### src/rtl/piso_tx.sv
// rtl/piso_tx.sv - parallel-in serial-out transmitter, MSB first, with hold stall and done pulse
module piso_tx #(
  parameter int DW = 4
) (
  input  logic          clk,
  input  logic          rst,
  input  logic          vld,
  input  logic [DW-1:0] dat,
  input  logic          hold,
  output logic          rdy,
  output logic          ser_out,
  output logic          ser_enb,
  output logic          done
);

  localparam int CW = $clog2(DW) + 1;

  typedef enum logic {
    IDLE  = 1'b0,
    SHIFT = 1'b1
  } state_t;

  state_t        state;
  logic [DW-1:0] sreg;
  logic [CW-1:0] cnt;

  always_ff @(posedge clk or negedge rst) begin
    if (!rst) begin
      state <= IDLE;
      sreg  <= '0;
      cnt   <= '0;
      done  <= 1'b0;
    end else begin
      done <= 1'b0;
      case (state)
        IDLE: begin
          if (vld) begin
            sreg  <= dat;
            cnt   <= CW'(DW);
            state <= SHIFT;
          end
        end
        SHIFT: begin
          // hold freezes everything; the current bit stays on ser_out
          if (!hold) begin
            sreg <= {sreg[DW-2:0], 1'b0};
            cnt  <= cnt - 1'b1;
            if (cnt == CW'(1)) begin
              state <= IDLE;
              done  <= 1'b1;
            end
          end
        end
      endcase
    end
  end

  assign rdy     = (state == IDLE);
  assign ser_out = (state == SHIFT) & sreg[DW-1];
  assign ser_enb = (state == SHIFT) & ~hold;

endmodule

### config.mk
export PLATFORM = sky130hd
export DESIGN_NAME = piso_tx
export DESIGN_NICKNAME = d
export VERILOG_FILES = /design/src/rtl/piso_tx.sv
export SDC_FILE = /design/constraint.sdc
export NUM_CORES = 1
export LEC_CHECK = 0
export BUFFER_PORTS_ARGS = -buffer_cell sky130_fd_sc_hd__clkbuf_2
export CORE_AREA = 5 5 42 44
export CTS_BUF_LIST = sky130_fd_sc_hd__clkbuf_16
export DETAILED_ROUTE_END_ITERATION = 12
export DIE_AREA = 0 0 47 49
export PLACE_DENSITY = 0.57
export SETUP_SLACK_MARGIN = 0.02
export SLEW_MARGIN = 15
export SYNTH_ARGS = -nofsm -noshare
export SYNTH_HDL_FRONTEND = slang
export SYNTH_SLANG_ARGS = --single-unit
### constraint.sdc
create_clock -name clk -period 2.2 [get_ports clk]
set_input_delay 0.44 -clock clk [delete_from_list [all_inputs] [get_ports clk]]
set_output_delay 0.44 -clock clk [all_outputs]
set_load 0.005 [all_outputs]
==> qor.txt <==
crit start category -> flip-flop
clock tree from TritonCTS -> built
crit share post-route -> 0.750
upper clock frequency limit -> 606 MHz
crit path max fanout -> 16
first-pass GRT wire length -> 1.45 mm
clock skew -> 0.000592 ns
Site Rows -> 14
clock share of power -> 0.384
drt pass-1 iters -> 4
routed wire length -> 864 um
via count -> 358
Leak -> 0.322 nW
layout cell share with drive strength beyond 1 -> 0.271
status -> finished, final reports clean
clock root cell -> clkbuf_16
switch share -> 0.279
vias in the first global route -> 339
Max-Cap Viols -> 0
CP Capture Type -> primary output
largest net degree at the start of global routing -> 17
Routed wire per std cell -> 11.5 um
Num CTS Buffers -> 3
routability cong. -> 0.697
Reg2Reg Depth -> 5
H-tree levels -> 1
final net count -> 70
clock-pin slew on the worst setup and hold paths -> 0.04 ns
Core Area -> 1400 sq um
GRT Overall Usage -> 0.0918
register area share after synthesis -> 0.464
R2R Path Start -> cnt[0]
vias per cell -> 4.77
Post-CTS Setup Inserts -> 0
Inst Count DP -> 71
Syn Inst Count -> 47
total global routing overflow -> 0
crit path DAT -> 1.21 ns
switching power total -> 0.227 mW
slew margin rel. -> 0.702
WS Path Type -> flip-flop to primary output
peak supply drop -> 0.000496 V
DP HPWL -> 625 um
internal power -> 0.588 mW
Seq pwr share -> 0.351
WP data required -> 1.76 ns
final hold slack -> 0.0572 ns
cts hold-fix bufs -> 0
CTS Buffer Depth -> 2
final instance area -> 622 sq um
final setup TNS -> 0 ns
Power Total -> 0.816 mW
number of remaining DRC errors -> 0
CTS Sinks -> 9
R2R setup slack -> 0.96 ns
fin. max-slew vios -> 0
initial antenna violation count -> 0
Post-Syn Area -> 485 sq um
Die X -> 47 um
CTS resizes -> 0
pwr dens -> 1310 nW/um^2
Synth Net Count -> 57
Yosys cell types -> 20
antenna viol nets, final -> 0
Slew @ Worst Pin -> 0.448 ns
Yosys reg bits -> 9
Combinational Power Share -> 0.265
Mean Syn Cell Area -> 10.3 sq um
final setup vio count -> 0
Clk Latency, worst-skew pair -> 0.23 ns
RSZ-0062 raised after global routing -> no
Die ar. -> 2300 sq um
Inserted Diodes -> 0
initial DRC count -> 9
# IOs -> 12
FF-to-FF End -> cnt[1]
Ys Warns -> 0
Layout area overhead -> 28.1%
final hold viol count -> 0
min Tclk post-route -> 1.65 ns
Starting Density -> 0.346
chip height -> 49 um
post-route insts no fill -> 75
Area after DPL -> 543 sq um
# port buffers -> 11
Tightest Hold Check Type -> primary input to asynchronous set/reset pin
worst max-delay path: stages (launching register included):
cell,delay (ns)
dfrtp_1,0.61
nor2b_4,0.24
clkbuf_2,0.12
power groups by stage:
stage	registers, mW	clock network [mW]	logic [mW]
detailed placement	0.288	0	0.220
floorplan	0.267	0	0.181
global placement	0.288	0	0.219
global route	0.298	0.328	0.255
finish	0.287	0.313	0.216
CTS	0.286	0.319	0.223
metrics by stage:
step	worst slack [ns]	util
4_1_cts	0.557	0.444
6_report	0.550	0.444
5_1_grt	0.497	0.444
3_3_place_gp	0.834	0.388
3_5_place_dp	0.805	0.388
2_1_floorplan	1.01	-
cells by family (layout without fill, tap and decap cells):
logic type                 count (synthesis)  count (layout)  share of synthesized area
AOI/OAI and AO/OA                         12              12                      0.152
xor gates and xnor gates                   1               1                     0.0180
adders and majority gates                  2               2                     0.0515
buffers and inverters                      6              18                     0.0593
DFF                                        9               9                      0.464
muxes                                      4               4                     0.0825
and+or+nand+nor                           13              13                      0.173
layout by cell type (no fill, tap or decap), drive strengths merged:
master   n
and2     1
inv      4
ha       2
dfrtp    9
a211oi   3
and3b    1
a211o    1
nor2     3
mux2i    4
a21oi    6
xnor2    1
nor2b    6
o21ai    1
o31ai    1
nor3     1
nand3    1
clkbuf  14
flip-flops by register name (all words and copies together), names as in the netlist:
signal,count
cnt,3
state,1
done,1
sreg,4
final cells by class:
cell class	instances	area, sq um
Clock inverter	1	3.75
Clock buffer	3	75.1
Fill cell	141	779
Tap cell	16	20.0
Timing Repair Buffer	11	55.1
Inverter	3	11.3
Multi-Input combinational cell	32	231
Sequential cell	9	225
synth_stat cells:
library cell | n | area (sq um)
nor2b_4 | 1 | 13.8
dfrtp_1 | 9 | 225
a21oi_1 | 6 | 30.0
nor3_1 | 1 | 5.00
buf_4 | 1 | 7.51
a211oi_1 | 3 | 22.5
inv_1 | 3 | 11.3
o31ai_1 | 1 | 7.51
buf_2 | 2 | 10.0
nor2_1 | 3 | 11.3
xnor2_1 | 1 | 8.76
and2_1 | 1 | 6.26
nor2b_1 | 4 | 25.0
a211o_1 | 1 | 8.76
nor2b_2 | 1 | 8.76
and3b_1 | 1 | 8.76
o21ai_0 | 1 | 5.00
ha_1 | 2 | 25.0
mux2i_1 | 4 | 40.0
nand3_1 | 1 | 5.00
metal layers:
metal	part of all wire	GRT usage
met3	0.043	0.0369
met1	0.47	0.116
met4	0.012	0.0968
met5	0	0
met2	0.47	0.106
how the worst max path moves through the flow:
stage	start	end	cells after the start
3_5_place_dp	state	ser_enb	2
6_report	state	ser_enb	2
2_1_floorplan	cnt[0]	cnt[1]	5
5_1_grt	state	ser_enb	2
3_3_place_gp	state	ser_enb	2
4_1_cts	state	ser_enb	2
Power figures use the tool's default switching activity.
